<file path="src/rtl/cla_nibble_sequencer_if.sv">
// -----------------------------------------------------------------------------
// cla_nibble_sequencer_if
//
// Request/result bus between a requesting datapath and cla_nibble_sequencer.
//
// Handshake: the requester raises start with a_in/b_in/cin_in (and sub when
// CLA_NIBBLE_SEQUENCER_SUB_EN is defined) valid on the same edge. The request
// is taken only while the sequencer is idle (busy=0, done=0); start at any
// other time is dropped, not queued. done is a one-cycle pulse marking
// sum_out/cout_out/ovf_out valid; those results hold until the next accepted
// start.
//
// Signals:
//   start    requester -> sequencer  request strobe
//   a_in     requester -> sequencer  operand A (WIDTH)
//   b_in     requester -> sequencer  operand B (WIDTH)
//   cin_in   requester -> sequencer  initial carry-in
//   sub      requester -> sequencer  subtract select (CLA_NIBBLE_SEQUENCER_SUB_EN only)
//   busy     sequencer -> requester  high while nibbles are being processed
//   done     sequencer -> requester  one-cycle result-valid pulse
//   sum_out  sequencer -> requester  result (WIDTH)
//   cout_out sequencer -> requester  final carry-out (1 = no borrow when subtracting)
//   ovf_out  sequencer -> requester  signed overflow
// -----------------------------------------------------------------------------
interface cla_nibble_sequencer_if #(
    parameter int WIDTH = 16
);
    logic             start;
    logic [WIDTH-1:0] a_in;
    logic [WIDTH-1:0] b_in;
    logic             cin_in;
`ifdef CLA_NIBBLE_SEQUENCER_SUB_EN
    logic             sub;
`endif
    logic             busy;
    logic             done;
    logic [WIDTH-1:0] sum_out;
    logic             cout_out;
    logic             ovf_out;

`ifdef CLA_NIBBLE_SEQUENCER_SUB_EN
    modport master (
        output start, a_in, b_in, cin_in, sub,
        input  busy, done, sum_out, cout_out, ovf_out
    );
    modport slave (
        input  start, a_in, b_in, cin_in, sub,
        output busy, done, sum_out, cout_out, ovf_out
    );
`else
    modport master (
        output start, a_in, b_in, cin_in,
        input  busy, done, sum_out, cout_out, ovf_out
    );
    modport slave (
        input  start, a_in, b_in, cin_in,
        output busy, done, sum_out, cout_out, ovf_out
    );
`endif
endinterface

</file>
<file path="src/rtl/cla_nibble_sequencer.sv">
// -----------------------------------------------------------------------------
// cla_nibble_sequencer
//
// Adds two WIDTH-bit operands by time-sharing one external combinational 4-bit
// carry-lookahead slice, one nibble per clock, LSB nibble first. The slice
// carry-out is kept in a register and fed back as the next nibble's carry-in,
// so a full-width ripple costs no extra cycles. Result, carry-out and signed
// overflow are registered and held until the next accepted request.
//
// Optional feature (macro CLA_NIBBLE_SEQUENCER_SUB_EN): adds bus.sub; when set,
// B is inverted and the initial carry forced to 1, giving a_in - b_in.
//
// Ports:
//   clk        rising-edge clock
//   rst_n      asynchronous active-low reset (aborts any operation, no done)
//   bus        request/result interface (slave modport)
//   cla_a      slice operand A nibble (0 outside RUN)
//   cla_b      slice operand B nibble (0 outside RUN)
//   cla_cin    slice carry-in (0 outside RUN)
//   cla_s      slice sum nibble
//   cla_cout   slice carry-out
//   dbg_state  current FSM state (0=IDLE, 1=RUN, 2=DONE)
//
// WIDTH must be a multiple of 4 and at least 4.
// -----------------------------------------------------------------------------
module cla_nibble_sequencer #(
    parameter int WIDTH = 16
) (
    input  logic                       clk,
    input  logic                       rst_n,
    cla_nibble_sequencer_if.slave      bus,
    output logic [3:0]                 cla_a,
    output logic [3:0]                 cla_b,
    output logic                       cla_cin,
    input  logic [3:0]                 cla_s,
    input  logic                       cla_cout,
    output logic [1:0]                 dbg_state
);
    localparam int NIBBLES = WIDTH / 4;
    localparam int IDX_W   = (NIBBLES > 1) ? $clog2(NIBBLES) : 1;

    typedef enum logic [1:0] {
        IDLE = 2'd0,
        RUN  = 2'd1,
        DONE = 2'd2
    } state_t;

    state_t           state;
    state_t           state_nx;
    logic [IDX_W-1:0] idx;
    logic             carry;
    logic [WIDTH-1:0] a_reg;
    logic [WIDTH-1:0] b_reg;
    logic [WIDTH-1:0] sum_q;
    logic             cout_q;
    logic             ovf_q;
    logic             busy_q;
    logic             done_q;
    logic             sub_sel;
    logic             last;
    logic [3:0]       a_nib;
    logic [3:0]       b_nib;

`ifdef CLA_NIBBLE_SEQUENCER_SUB_EN
    assign sub_sel = bus.sub;
`else
    assign sub_sel = 1'b0;
`endif

    assign last         = (idx == IDX_W'(NIBBLES - 1));
    assign dbg_state    = state;
    assign bus.busy     = busy_q;
    assign bus.done     = done_q;
    assign bus.sum_out  = sum_q;
    assign bus.cout_out = cout_q;
    assign bus.ovf_out  = ovf_q;

    // State register
    always_ff @(posedge clk or negedge rst_n) begin
        if (!rst_n) begin
            state <= IDLE;
        end else begin
            state <= state_nx;
        end
    end

    // Next-state logic
    always_comb begin
        state_nx = state;
        case (state)
            IDLE:    if (bus.start) state_nx = RUN;
            RUN:     if (last)      state_nx = DONE;
            DONE:    state_nx = IDLE;
            default: state_nx = IDLE;
        endcase
    end

    // Nibble select with constant indices; slice inputs are parked at zero
    // outside RUN so the shared slice does not toggle.
    always_comb begin
        a_nib   = '0;
        b_nib   = '0;
        cla_a   = '0;
        cla_b   = '0;
        cla_cin = 1'b0;
        for (int i = 0; i < NIBBLES; i++) begin
            if (idx == IDX_W'(i)) begin
                a_nib = a_reg[4*i +: 4];
                b_nib = b_reg[4*i +: 4];
            end
        end
        if (state == RUN) begin
            cla_a   = a_nib;
            cla_b   = b_nib;
            cla_cin = carry;
        end
    end

    // Datapath. busy/done are registered from the next state so they line up
    // exactly with RUN and DONE.
    always_ff @(posedge clk or negedge rst_n) begin
        if (!rst_n) begin
            idx    <= '0;
            carry  <= 1'b0;
            a_reg  <= '0;
            b_reg  <= '0;
            sum_q  <= '0;
            cout_q <= 1'b0;
            ovf_q  <= 1'b0;
            busy_q <= 1'b0;
            done_q <= 1'b0;
        end else begin
            busy_q <= (state_nx == RUN);
            done_q <= (state_nx == DONE);
            case (state)
                IDLE: begin
                    if (bus.start) begin
                        a_reg <= bus.a_in;
                        // b_reg holds the effective B, so overflow below
                        // needs no knowledge of the operation.
                        b_reg <= sub_sel ? ~bus.b_in : bus.b_in;
                        carry <= sub_sel ? 1'b1 : bus.cin_in;
                        sum_q <= '0;
                        idx   <= '0;
                    end
                end
                RUN: begin
                    for (int i = 0; i < NIBBLES; i++) begin
                        if (idx == IDX_W'(i)) begin
                            sum_q[4*i +: 4] <= cla_s;
                        end
                    end
                    carry <= cla_cout;
                    if (last) begin
                        idx    <= '0;
                        cout_q <= cla_cout;
                        ovf_q  <= (a_reg[WIDTH-1] == b_reg[WIDTH-1]) &&
                                  (cla_s[3] != a_reg[WIDTH-1]);
                    end else begin
                        idx <= idx + 1'b1;
                    end
                end
                default: ;
            endcase
        end
    end
endmodule

</file>
<file path="src/flat_wrapper.sv">
// flat-port wrapper written by rule: the top's interface ports become plain ports
module cla_nibble_sequencer_flat 
#(
    parameter int WIDTH = 16
)
  (clk, rst_n, cla_a, cla_b, cla_cin, cla_s, cla_cout, dbg_state, bus_start, bus_a_in, bus_b_in, bus_cin_in, bus_busy, bus_done, bus_sum_out, bus_cout_out, bus_ovf_out);
  cla_nibble_sequencer_if #(.WIDTH(WIDTH)) bus_i ();
  input  logic clk;
  input  logic rst_n;
  output logic [3:0] cla_a;
  output logic [3:0] cla_b;
  output logic cla_cin;
  input  logic [3:0] cla_s;
  input  logic cla_cout;
  output logic [1:0] dbg_state;
  input wire logic [$bits(bus_i.start)-1:0] bus_start;
  input wire logic [$bits(bus_i.a_in)-1:0] bus_a_in;
  input wire logic [$bits(bus_i.b_in)-1:0] bus_b_in;
  input wire logic [$bits(bus_i.cin_in)-1:0] bus_cin_in;
  output wire logic [$bits(bus_i.busy)-1:0] bus_busy;
  output wire logic [$bits(bus_i.done)-1:0] bus_done;
  output wire logic [$bits(bus_i.sum_out)-1:0] bus_sum_out;
  output wire logic [$bits(bus_i.cout_out)-1:0] bus_cout_out;
  output wire logic [$bits(bus_i.ovf_out)-1:0] bus_ovf_out;
  assign bus_i.start = bus_start;
  assign bus_i.a_in = bus_a_in;
  assign bus_i.b_in = bus_b_in;
  assign bus_i.cin_in = bus_cin_in;
  assign bus_busy = bus_i.busy;
  assign bus_done = bus_i.done;
  assign bus_sum_out = bus_i.sum_out;
  assign bus_cout_out = bus_i.cout_out;
  assign bus_ovf_out = bus_i.ovf_out;
  cla_nibble_sequencer #(.WIDTH(WIDTH)) u_core (.clk(clk), .rst_n(rst_n), .bus(bus_i), .cla_a(cla_a), .cla_b(cla_b), .cla_cin(cla_cin), .cla_s(cla_s), .cla_cout(cla_cout), .dbg_state(dbg_state));
endmodule
</file>
<file path="config.mk">
export PLATFORM = sky130hd
export DESIGN_NAME = cla_nibble_sequencer_flat
export DESIGN_NICKNAME = d
export VERILOG_FILES = /design/src/rtl/cla_nibble_sequencer_if.sv /design/src/rtl/cla_nibble_sequencer.sv /design/src/flat_wrapper.sv
export SDC_FILE = /design/constraint.sdc
export NUM_CORES = 1
export LEC_CHECK = 0
export CORE_MARGIN = 2
export CORE_UTILIZATION = 40
export CTS_CLUSTER_DIAMETER = 40
export DETAILED_ROUTE_END_ITERATION = 7
export PLACE_DENSITY = 0.68
export SLEW_MARGIN = 15
export SYNTH_ARGS = -nofsm -noshare
export SYNTH_HDL_FRONTEND = slang
export SYNTH_SLANG_ARGS = --single-unit
</file>
<file path="constraint.sdc">
create_clock -name clk -period 4.29 [get_ports clk]
set_input_delay 0.858 -clock clk [delete_from_list [all_inputs] [get_ports clk]]
set_output_delay 0.858 -clock clk [all_outputs]
set_load 0.1 [all_outputs]
</file>
==> results of run 1 <==
## area by class of cell
| cell class | count | area [µm²] |
|---|---|---|
| clock buffer | 13 | 179 |
| clock inverter | 2 | 35.0 |
| inverter | 7 | 26.3 |
| sequential | 57 | 1430 |
| tap | 77 | 96.3 |
| timing repair buffer | 74 | 743 |
| multi-input combinational | 128 | 1140 |
| fill | 557 | 2740 |
## layout by cell type (no fill, tap or decap), drive strengths merged
master and count:
and3b 1, nor2b 6, a21o 2, o21ai 10, clkinv 1, nand2 4, nor3b 1, inv 7
dfrtp 57, ha 5, bufinv 1, clkbuf 13, clkdlybuf4s50 61, a31oi 1, nand3 8, a22o 33
nand2b 1, a221oi 7, o21bai 1, mux2 34, and2 2, o31ai 9, a21oi 1, nor2 1
or3b 1, buf 13
## worst max-delay path, delay by kind of cell (launching register included)
kind,cells,cell delay (ps)
AOI/OAI and AO/OA,2,460
adders and majority gates,1,330
buffers and inverters,2,410
DFF,1,410
and+or+nand+nor,1,530
## metrics by stage
| step | setup WS (ps) | hold WS (ps) | instances | cell area (µm²) |
|---|---|---|---|---|
| final | 952 | 488 | 358 | 3650 |
| after CTS | 947 | 494 | 358 | 3650 |
| after global routing | 740 | 530 | 358 | 3650 |
| after global placement | 1360 | 460 | 343 | 3430 |
| after floorplan | 538 | 442 | 206 | 2680 |
| after detailed placement | 1310 | 479 | 343 | 3430 |
## worst paths after layout
path	startpoint	end	slack [ps]	depth (start not counted)
worst max-delay path	u_core.idx[1]	cla_b[1]	950	6
worst min-delay path	u_core.carry	u_core.carry	490	2
worst max register to register	u_core.dbg_state[0]	u_core.bus.ovf_out	2340	4
worst min register to register	u_core.carry	u_core.carry	490	2
max in group asynchronous	rst_n	u_core.a_reg[0]	2860	2
min in group asynchronous	rst_n	u_core.bus.sum_out[9]	640	1
## per-layer routing
| layer | up-vias | track usage |
|---|---|---|
| met2 | 69 | 0.278 |
| met5 | - | 0 |
| met1 | 974 | 0.236 |
| met3 | 11 | 0.0486 |
| li1 | 927 | - |
| met4 | 0 | 0.0649 |
## kinds of logic (layout without fill, tap and decap cells)
group / count (synthesis) / after routing / synth area share
fa+ha+maj: 5 / 5 / 0.0237
compound gates: 64 / 64 / 0.191
buf+inv: 21 / 96 / 0.0435
flops: 57 / 57 / 0.540
mux: 34 / 34 / 0.145
simple gates: 25 / 25 / 0.0573
## cell usage after synthesis, drive strengths merged
library cell | n | area, µm²
a21o | 2 | 15.0
a21oi | 1 | 5.00
a221oi | 7 | 61.3
a22o | 33 | 289
a31oi | 1 | 6.26
and2 | 2 | 12.5
and3b | 1 | 8.76
buf | 11 | 77.6
clkbuf | 3 | 11.3
dfrtp | 57 | 1430
ha | 5 | 62.6
inv | 7 | 26.3
mux2 | 34 | 383
nand2 | 4 | 15.0
nand2b | 1 | 6.26
nand3 | 8 | 40.0
nor2 | 1 | 3.75
nor2b | 6 | 37.5
nor3b | 1 | 18.8
o21ai | 10 | 50.1
o21bai | 1 | 11.3
o31ai | 9 | 67.6
or3b | 1 | 8.76
==> impl_metrics.yaml, run 1 <==
grt:
  grt_pass1_wl_mm: 10.0
  globalRouteOverflowTotal: 0
  antenna_found_initial: 0
  track_usage: 0.177
  grt_pass1_vias: 2080
  grt_max_degree: 41
drt:
  drtIter0Drc: 57
  wl_met2_mm: 2.81
  drc: 0
  wl_met1_mm: 2.72
  drtAntennaViolNets: 0
  vias_per_cell: 5.53
  routed.top_layer: "met4"
  wl_mm: 6.05
  num_vias: 1981
  wl_per_cell_um: 16.9
  dr.pass1.iters: 4
  wl_met3_um: 424
sta:
  post-route-period-util: 0.778
  hold_viol: 0
  final_max_slew_viol_count: 0
  finalSetupViolCount: 0
  rsz0062_at_grt: "no"
  period_needed_ps: 3340
  fmax_mhz: 300
  clock_skew_ps: 3.17
  maxSlewHeadroom: 0.338
  setup-tns-final_ps: 0
  tightest_slew_ps: 990
placed_design:
  gp_congestion: 0.750
  portBuffers: 71
  dp_hpwl_mm: 4.34
cells_and_area:
  syn_to_final_growth_pct: 38.0
  layout.nets: 323
  post-route-util: 0.571
  drive_gt1_frac: 0.263
  diodes: 0
clock_tree:
  clkSinkCount: 57
  cts_buffer_depth: 2
  cts_max_level: 3
  clock_latency_ps: 330
  ctsHoldBuffers: 0
  cts_tree: "yes"
  ctsResizeCount: 0
  cts_root_buf: "clkbuf_8"
  cts_buffers: 9
  cts.clk_slew.worst_paths_ps: 60
  post_cts_buffers: 0
synthesis:
  synth.ff_latch_count: 57
  synth.avg_cell_area_um2: 12.8
  synthDistinctLibCells: 27
  syn_inst: 206
  synth-warning-count: 0
  synth_area_um2: 2640
  ys_seq_area_frac: 0.540
  syn_nets: 252
die:
  ioPinCount: 72
  die_area_um2: 7280
  die_y_um: 85.3
  core_um2: 6390
  std_cell_rows: 29
  initial_core_util: 0.414
  die_w_um: 85.3
critical_path:
  cp_slowest_stage_delay_ps: 530
  cp_data_required_time_ps: 3430
  critical_path.max_fanout: 11
  crit_slowest_cell: "nor2b_1"
  start_kind: "flip-flop"
  crit_type: "flip-flop to primary output"
  worstPathCellList: "inv_1 > ha_1 > nor2b_1 > a221oi_1 > o31ai_2 > buf_4"
  cp.arrival_ps: 2480
  endpoint_kind: "primary output"
run:
  drv_cap: 0
hold_path:
  hold_class: "flip-flop to flip-flop"
outcome:
  status: "finished clean"
Power of run 1 is left out: the tool's default activity adds up to more than one toggle a clock period on the data nets, which glitch-free logic cannot reach.
==> inputs of run 2 (changes only) <==
PLACE_DENSITY = 0.71   (was 0.68)
clock period = 2.8 ns   (was 4.29 ns; I/O delays follow)
==> impl_metrics.yaml, run 2 (synthesis gave the netlist of run 1 again) <==
outcome:
  status: "finished clean"
grt:
  track_usage: 0.182
  antenna_found_initial: 0
  grt_max_degree: 34
  grt_use_met1: 0.227
  grt_pass1_wl_mm: 10.1
  globalRouteOverflowTotal: 0
  grt_use_met2: 0.293
  grt_use_met3: 0.0681
  busiest_layer: "met2"
  grt_pass1_vias: 1950
clock_tree:
  ctsHoldBuffers: 0
  cts_root_buf: "clkbuf_8"
  cts.clk_slew.worst_paths_ps: 60
  cts_tree: "yes"
  cts_buffers: 9
  cts_buffer_depth: 2
  post_cts_buffers: 0
  cts_max_level: 3
  clock_latency_ps: 340
  clkSinkCount: 57
critical_path:
  crit_slowest_cell: "dfrtp_1"
  critical_path.max_fanout: 10
  path_depth: 7
  crit_family: "buffers and inverters"
  endpoint_kind: "primary output"
  cp_data_required_time_ps: 2240
  critPathBufInv: 4
  worst_r2r_startpoint: "u_core.dbg_state[0]"
  r2r_setup_slack_ps: 1100
  cpMostUsedCell: "inv_1"
  start_kind: "flip-flop"
  cp_slowest_stage_delay_ps: 420
  cp.arrival_ps: 2090
  rr_worst_depth: 4
  timing.rr.end: "u_core.a_reg[2]"
  crit_type: "flip-flop to primary output"
  worstPathCellList: "inv_1 > ha_1 > buf_4 > inv_1 > a31oi_1 > o31ai_4 > buf_12"
placed_design:
  portBuffers: 71
  gp_congestion: 0.773
  dp_hpwl_mm: 4.36
  placed_cells: 348
  placed_area_um2: 3580
sta:
  hold_viol: 0
  clock_skew_ps: 4.71
  maxSlewHeadroom: 0.448
  fmax_mhz: 378
  rsz0062_at_grt: "no"
  final_max_slew_viol_count: 0
  post-route-period-util: 0.946
  period_needed_ps: 2650
  setup-tns-final_ps: 0
  finalSetupViolCount: 0
  tightest_slew_ps: 828
cells_and_area:
  syn_to_final_growth_pct: 44.3
  final_common_cell: "dfrtp_1"
  mostFrequentLayoutCells: "dfrtp_1 (55), clkdlybuf4s50_1 (39), mux2_2 (34)"
  nFillCells: 528
  layout.nets: 328
  final_area_um2: 3820
  drive_gt1_frac: 0.369
  post-route-util: 0.598
  finalNonFillerCells: 364
  diodes: 0
hold_path:
  hold_class: "input port to async pin"
die:
  initial_core_util: 0.414
  ioPinCount: 72
  die_y_um: 85.3
  die_area_um2: 7280
  die_w_um: 85.3
  std_cell_rows: 29
  core_um2: 6390
drt:
  wl_per_cell_um: 16.9
  wl_mm: 6.16
  drc: 0
  vias_per_cell: 5.39
  num_vias: 1961
  drtIter0Drc: 104
  dr.pass1.iters: 4
  drtAntennaViolNets: 0
run:
  drv_cap: 0
## run 2: layout make-up
class | count | area, µm² | share of cell area
Timing Repair Buffer | 79 | 813 | 0.213
Sequential cell | 57 | 1430 | 0.374
Inverter | 7 | 26.3 | 0.00689
Clock buffer | 11 | 151 | 0.0397
Tap cell | 77 | 96.3 | 0.0252
Multi-Input combinational cell | 128 | 1220 | 0.320
Clock inverter | 5 | 77.6 | 0.0203
## run 2: worst max path at each step
stage / startpoint / to / slack (ps)
3_5_place_dp: u_core.idx[0] / cla_a[3] / 230
5_1_grt: u_core.idx[0] / cla_a[0] / 60
6_report: u_core.idx[1] / cla_b[2] / 150
4_1_cts: u_core.idx[0] / cla_a[2] / 60
2_1_floorplan: u_core.idx[0] / cla_b[1] / 60
3_3_place_gp: u_core.idx[0] / cla_b[0] / 300
## run 2: what timing repair did
action | in CTS | in global routing
pin swaps | 0 | 0
setup endpoints to repair | 7 | 8
gates resized for setup | 1 | 2
## run 2: per-layer routing
| layer | up-vias | part of all wire |
|---|---|---|
| li1 | 932 | - |
| met5 | - | 0 |
| met2 | 41 | 0.50 |
| met4 | 0 | 0.017 |
| met1 | 979 | 0.44 |
| met3 | 9 | 0.050 |
## run 2: per-stage QoR
stage | setup WS (ps) | hold WS (ps)
floorplan | 55.4 | 264
global placement | 297 | 462
detailed placement | 226 | 472
CTS | 58.8 | 246
global route | 58.9 | 273
finish | 152 | 229
Power of run 2 is left out for the same reason.
